[src/rtl/haz_pkg.sv]
// Shared types for the OTTER pipeline hazard controller: forwarding-mux selects
// and hazard FSM states.
package haz_pkg;

  typedef enum logic [1:0] {
    FWD_RF      = 2'b00,
    FWD_MEM_ALU = 2'b01,
    FWD_WB_ALU  = 2'b10,
    FWD_WB_LOAD = 2'b11
  } fwd_sel_e;

  typedef enum logic [1:0] {
    RUN       = 2'b00,
    LOAD_WAIT = 2'b01,
    FLUSH     = 2'b10
  } haz_state_e;

endpackage

[src/rtl/haz_fwd_sel.sv]
// Forwarding priority encoder for one EX source operand: the youngest producer
// (MEM, then WB) wins; x0 always reads the register file.
module haz_fwd_sel
  import haz_pkg::*;
#(
  parameter int RA_W = 5
) (
  input  logic [RA_W-1:0] rs,
  input  logic [RA_W-1:0] mem_rd,
  input  logic            mem_reg_write,
  input  logic            mem_mem_read,
  input  logic [RA_W-1:0] wb_rd,
  input  logic            wb_reg_write,
  input  logic            wb_mem_read,
  output fwd_sel_e        sel
);

  always_comb begin
    sel = FWD_RF;
    if (rs != '0) begin
      // A load in MEM has no data yet, so it falls through to the WB check.
      if (mem_reg_write && (mem_rd == rs) && !mem_mem_read) begin
        sel = FWD_MEM_ALU;
      end else if (wb_reg_write && (wb_rd == rs)) begin
        sel = wb_mem_read ? FWD_WB_LOAD : FWD_WB_ALU;
      end
    end
  end

endmodule

[src/rtl/haz_ctrl_unit.sv]
// Pipeline hazard controller for the 5-stage OTTER core: forwarding, load-use
// stall, memory-wait hold and branch flush. Optional perf counters: HAZ_PERF_CNT_EN.
module haz_ctrl_unit
  import haz_pkg::*;
#(
  parameter int RA_W         = 5,
  parameter int BR_FLUSH     = 2,
  parameter int LOAD_TIMEOUT = 15,
  parameter int CNT_W        = 32
) (
  input  logic             CLK,
  input  logic             RST_N,
  input  logic [RA_W-1:0]  DE_RS1,
  input  logic [RA_W-1:0]  DE_RS2,
  input  logic             DE_RS1_USED,
  input  logic             DE_RS2_USED,
  input  logic [RA_W-1:0]  EX_RS1,
  input  logic [RA_W-1:0]  EX_RS2,
  input  logic [RA_W-1:0]  EX_RD,
  input  logic             EX_REG_WRITE,
  input  logic             EX_MEM_READ,
  input  logic [RA_W-1:0]  MEM_RD,
  input  logic             MEM_REG_WRITE,
  input  logic             MEM_MEM_READ,
  input  logic             MEM_RDATA_VALID,
  input  logic [RA_W-1:0]  WB_RD,
  input  logic             WB_REG_WRITE,
  input  logic             WB_MEM_READ,
  input  logic             BR_TAKEN,
  output fwd_sel_e         FWD_A_SEL,
  output fwd_sel_e         FWD_B_SEL,
  output logic             STALL,
  output logic             HOLD,
  output logic             FLUSH,
  output logic             ERR,
  output logic [CNT_W-1:0] PERF_STALL_CNT,
  output logic [CNT_W-1:0] PERF_HOLD_CNT,
  output logic [CNT_W-1:0] PERF_FLUSH_CNT
);

  localparam int LC_W = $clog2(LOAD_TIMEOUT + 1);
  localparam int FC_W = $clog2(BR_FLUSH + 1);
  localparam logic [LC_W-1:0] LC_MAX   = LC_W'(LOAD_TIMEOUT);
  localparam logic [FC_W-1:0] FC_FULL  = FC_W'(BR_FLUSH);
  localparam logic [FC_W-1:0] FC_FIRST = FC_W'(BR_FLUSH - 1);
  localparam logic [FC_W-1:0] FC_ONE   = FC_W'(1);

  haz_state_e      state, state_nxt;
  logic [LC_W-1:0] load_cnt, load_cnt_nxt;
  logic [FC_W-1:0] flush_cnt, flush_cnt_nxt;
  logic            err_q, err_nxt;
  fwd_sel_e        fwd_a, fwd_b;
  logic            load_use, hold_c, flush_c, stall_c, mem_wait;

  haz_fwd_sel #(.RA_W(RA_W)) u_fwd_a (
    .rs            (EX_RS1),
    .mem_rd        (MEM_RD),
    .mem_reg_write (MEM_REG_WRITE),
    .mem_mem_read  (MEM_MEM_READ),
    .wb_rd         (WB_RD),
    .wb_reg_write  (WB_REG_WRITE),
    .wb_mem_read   (WB_MEM_READ),
    .sel           (fwd_a)
  );

  haz_fwd_sel #(.RA_W(RA_W)) u_fwd_b (
    .rs            (EX_RS2),
    .mem_rd        (MEM_RD),
    .mem_reg_write (MEM_REG_WRITE),
    .mem_mem_read  (MEM_MEM_READ),
    .wb_rd         (WB_RD),
    .wb_reg_write  (WB_REG_WRITE),
    .wb_mem_read   (WB_MEM_READ),
    .sel           (fwd_b)
  );

  assign load_use = EX_MEM_READ && EX_REG_WRITE && (EX_RD != '0) &&
                    ((DE_RS1_USED && (DE_RS1 == EX_RD)) ||
                     (DE_RS2_USED && (DE_RS2 == EX_RD)));
  assign mem_wait = MEM_MEM_READ && !MEM_RDATA_VALID;

  always_comb begin
    state_nxt     = state;
    flush_cnt_nxt = flush_cnt;
    load_cnt_nxt  = '0;
    err_nxt       = err_q;
    hold_c        = 1'b0;
    flush_c       = 1'b0;
    case (state)
      RUN: begin
        if (mem_wait) begin
          hold_c    = 1'b1;
          state_nxt = LOAD_WAIT;
        end else if (BR_TAKEN) begin
          flush_c = 1'b1;
          if (BR_FLUSH > 1) begin
            state_nxt     = haz_pkg::FLUSH;
            flush_cnt_nxt = FC_FIRST;
          end
        end
      end
      LOAD_WAIT: begin
        if (MEM_RDATA_VALID) state_nxt = RUN;
        else                 hold_c    = 1'b1;
      end
      haz_pkg::FLUSH: begin
        // A memory wait freezes the remaining flush window rather than losing it.
        if (mem_wait) begin
          hold_c = 1'b1;
        end else begin
          flush_c = 1'b1;
          if (BR_TAKEN) begin
            flush_cnt_nxt = FC_FULL;
          end else if (flush_cnt <= FC_ONE) begin
            state_nxt     = RUN;
            flush_cnt_nxt = '0;
          end else begin
            flush_cnt_nxt = flush_cnt - FC_ONE;
          end
        end
      end
      default: state_nxt = RUN;
    endcase
    // Consecutive hold cycles, including the RUN cycle that starts the wait.
    if (hold_c) begin
      load_cnt_nxt = (load_cnt == LC_MAX) ? load_cnt : load_cnt + LC_W'(1);
      if (load_cnt_nxt == LC_MAX) err_nxt = 1'b1;
    end
    stall_c = load_use && !hold_c && !flush_c;
  end

  always_ff @(posedge CLK) begin
    if (!RST_N) begin
      state     <= RUN;
      load_cnt  <= '0;
      flush_cnt <= '0;
      err_q     <= 1'b0;
    end else begin
      state     <= state_nxt;
      load_cnt  <= load_cnt_nxt;
      flush_cnt <= flush_cnt_nxt;
      err_q     <= err_nxt;
    end
  end

  assign FWD_A_SEL = RST_N ? fwd_a : FWD_RF;
  assign FWD_B_SEL = RST_N ? fwd_b : FWD_RF;
  assign STALL     = RST_N && stall_c;
  assign HOLD      = RST_N && hold_c;
  assign FLUSH     = RST_N && flush_c;
  assign ERR       = RST_N && err_q;

`ifdef HAZ_PERF_CNT_EN
  logic [CNT_W-1:0] perf_stall, perf_hold, perf_flush;

  // Saturating event counters; they stick at all-ones instead of wrapping.
  always_ff @(posedge CLK) begin
    if (!RST_N) begin
      perf_stall <= '0;
      perf_hold  <= '0;
      perf_flush <= '0;
    end else begin
      if (STALL && (perf_stall != '1)) perf_stall <= perf_stall + CNT_W'(1);
      if (HOLD  && (perf_hold  != '1)) perf_hold  <= perf_hold  + CNT_W'(1);
      if (FLUSH && (perf_flush != '1)) perf_flush <= perf_flush + CNT_W'(1);
    end
  end

  assign PERF_STALL_CNT = perf_stall;
  assign PERF_HOLD_CNT  = perf_hold;
  assign PERF_FLUSH_CNT = perf_flush;
`else
  assign PERF_STALL_CNT = '0;
  assign PERF_HOLD_CNT  = '0;
  assign PERF_FLUSH_CNT = '0;
`endif

endmodule

[config.mk]
export PLATFORM = sky130hd
export DESIGN_NAME = haz_ctrl_unit
export DESIGN_NICKNAME = d
export VERILOG_FILES = /design/src/rtl/haz_pkg.sv /design/src/rtl/haz_fwd_sel.sv /design/src/rtl/haz_ctrl_unit.sv
export SDC_FILE = /design/constraint.sdc
export NUM_CORES = 1
export LEC_CHECK = 0
export ABC_AREA = 0
export CORE_UTILIZATION = 34
export CTS_CLUSTER_SIZE = 40
export DETAILED_ROUTE_END_ITERATION = 8
export GPL_ROUTABILITY_DRIVEN = 0
export GPL_TIMING_DRIVEN = 0
export MAX_ROUTING_LAYER = met4
export PLACE_DENSITY = 0.95
export SYNTH_ARGS = -nofsm -noshare
export SYNTH_HDL_FRONTEND = slang
export SYNTH_SLANG_ARGS = --single-unit
[constraint.sdc]
create_clock -name CLK -period 3.65 [get_ports CLK]
set_input_delay 0.73 -clock CLK [delete_from_list [all_inputs] [get_ports CLK]]
set_output_delay 0.73 -clock CLK [all_outputs]
set_load 0.03 [all_outputs]
==> flow_metrics.tcl <==
set metrics [dict create \
    routed_via_density 3.70 \
    cts.sinks 9 \
    static-leakage-power_nw 1.46 \
    timing_worst_setup_path_type "primary input to primary output" \
    hold_violations 0 \
    seq_area_um2 180 \
    diodes 0 \
    async_reset_ff_share_pct 0 \
    logic_gate_share_of_total_power_pct 60.6 \
    die_width_um 71.4 \
    detailroute.wirelength.met2_mm 2.08 \
    detail_route.wirelength.met1_mm 1.21 \
    power.internal_mw 0.322 \
    number_of_nets_with_antenna_violations_after_routing 0 \
    yosys_warnings 0 \
    critical_path.endpoint_type "primary output" \
    design.portCount 151 \
    hold_path_depth 1 \
    core_rows 24 \
    synth.yosys.seq_area_share_pct 11.0 \
    post_cts_buffers 0 \
    floorplan.die_area_um2 5090 \
    final_critical_path_setup_slack_ns 0.203 \
    initialDrtViolationCount 45 \
    detailroute.via_count 1541 \
    n_fill_cell 412 \
    final_net_count 413 \
    setup_viol_count_final 0 \
    pwr-share-seq_pct 19.0 \
    highest-signal-layer "met4" \
    violated_checks "design-rule violations" \
    rr_endpoint "flush_cnt[0]" \
    clkSlewWorstSetupHoldPaths_ns 0.04 \
    p_sw_share_pct 42.0 \
    tritoncts.num_buffers 3 \
    crit_end "FWD_A_SEL[0]" \
    finClkSkew_ns 0.000887 \
    core_um2 4470 \
    start_point_of_the_critical_path "EX_RS1[0]" \
    clock_buffer_depth 2 \
    vdd_ir_drop_max_mv 0.115 \
    post_synth_num_cell_types 41 \
    avgSynthCellArea_um2 7.75 \
    mostFrequentLayoutCells "96 x buf_4, 96 x conb_1, 50 x clkdlybuf4s50_1, 15 x xor2_1, 14 x xnor2_1" \
    synth_seq_cells 9 \
    timing.final.crit_period_ns 3.45 \
    fin_util_pct 59.2 \
    timing.reg2reg.setup_slack_ns 2.29 \
    final_max_slew_viol_count 0 \
    place_worst_setup_slack_ns -0.0446 \
    hold_slack_ns 0.519 \
    wl_met3_um 330 \
    synth_top_cell_by_area "buf_4" \
    synth_cells 211 \
    dp_hpwl_mm 3.38 \
    multi_input_area_um2 1070 \
    grt_overflow_total 0 \
    post_synth_instance_area_um2 1640 \
    cts_hold_repair.buffers 0 \
    crit-reg2reg-launch "state[1]" \
    grt_first_pass_wirelength_mm 5.50 \
    synth_top_cells_by_area "buf_4 44%, dfxtp_1 11%, xor2_1 8.0%" \
    path_depth_of_the_worst_reg2reg_path 4 \
    hold_path.class "register to register" \
    cp-start-kind "primary input" \
    cap_violations 0 \
    crit_arrival_ns 2.72 \
    crit_required_ns 2.92 \
    synth_enable_flop_cells 0 \
    post-route-period-util_pct 94.4 \
    result_of_the_run "finished with violations" \
    placement.io_buffers 54 \
    drt_first_pass_iters 6 \
    synth_top_area_share_pct 44.1 \
    areaGrowthSynthToFinish_pct 62.1 \
    route.detailed.wl_per_inst_um 8.76 \
    grt_antenna_before_repair 0 \
    cts_tree "done" \
    net-switching-power_mw 0.233 \
    clock_tree.htree_level_count 1 \
    overall_global_routing_resource_usage_pct 13.6 \
    power_mw 0.555 \
    ys_dominant_reg_cell "dfxtp_1" \
    drive_above_1_share_pct 28.6 \
    grt_start_max_net_pins 11 \
    dieHeight_um 71.4 \
    worstPathMaxFanout 3 \
    clock.fmax_ghz 0.290 \
    first_global_vias 1326 \
    clk_latency_ns 0.23 \
    power_density_nw_per_um2 209 \
    drt-total-wl_mm 3.64 \
    drcViolationCount 7 \
    library_cell_used_as_clock_root_buffer "clkbuf_8" \
    start_util_pct 36.5 \
    power_frac_clock_pct 20.4 \
    rsz0062_at_grt "false" \
]
-- synthesized netlist by cell type, types with 2 or more instances --
cell and count:
or4_1 2, xnor2_1 14, a21o_1 2, nand3_1 6, inv_1 4, nand2b_1 3
nand4_1 3, xor2_1 15, nor4_1 3, and2_1 4, nor2_1 7, nand2_1 3
dfxtp_1 9, buf_4 96, o21ai_0 4, nor2b_1 5, nor3_1 6, nor3b_1 2
-- stage by stage --
stage	cell area (um2)	std cells	setup TNS [ns]
2_1_floorplan	1990	306	0
3_3_place_gp	2600	412	-0.0530
3_5_place_dp	2600	412	-0.0446
4_1_cts	2640	416	0
5_1_grt	2650	416	0
6_report	2650	416	0
-- registers in the layout (all words and copies together), names as in the netlist --
name and flops:
load_cnt 4, flush_cnt 2, state 2, err_q 1
-- worst min path at each step --
stage / to / from / slack, ns
finish: flush_cnt[0] / flush_cnt[0] / 0.52
global route: flush_cnt[0] / flush_cnt[0] / 0.56
CTS: flush_cnt[0] / flush_cnt[0] / 0.52
detailed placement: flush_cnt[0] / flush_cnt[0] / 0.51
global placement: flush_cnt[0] / flush_cnt[0] / 0.50
floorplan: flush_cnt[0] / flush_cnt[0] / 0.49
-- power groups by stage --
stage	logic [mW]	registers, mW	clock network [mW]
after floorplan	0.257	0.107	0
after CTS	0.331	0.106	0.117
after global placement	0.327	0.107	0
after global routing	0.356	0.106	0.123
after detailed placement	0.331	0.107	0
final	0.336	0.106	0.113
-- kinds of logic (layout without fill, tap and decap cells) --
| group | Yosys count | in the layout | share of synthesized area [%] |
|---|---|---|---|
| AOI/OAI and AO/OA | 21 | 21 | 10.1 |
| xor gates and xnor gates | 29 | 29 | 15.5 |
| adders and majority gates | 1 | 1 | 0.765 |
| buffers and inverters | 102 | 160 | 45.4 |
| DFF | 9 | 9 | 11.0 |
| muxes | 1 | 1 | 0.612 |
| other | 1 | 96 | 0.229 |
| and+or+nand+nor | 47 | 47 | 16.3 |
-- metal layers --
layer,track usage (%),vias up
li1,-,820
met1,12.6,643
met2,27.4,76
met3,3.80,2
met4,2.89,0
met5,-,-
-- worst max-delay path, stage by stage --
cell and delay, ns:
clkdlybuf4s50_1 0.54, xnor2_1 0.15, o221ai_1 0.14, or4_4 0.56, a2bb2o_4 0.20, dlygate4sd2_1 0.39
-- what timing repair did --
action	CTS	global route
resized for setup	1	5
endpoints found under the hold margin	0	0
setup endpoints to repair	1	4
-- final cells by class --
class	count	area share [%]
Multi-Input combinational cell	195	40.3
Buffer	97	27.4
Timing Repair Buffer	54	20.6
Sequential cell	9	6.80
Tap cell	52	2.46
Clock buffer	4	1.70
Inverter	5	0.708
No activity file was read; power rests on OpenSTA's default activity.
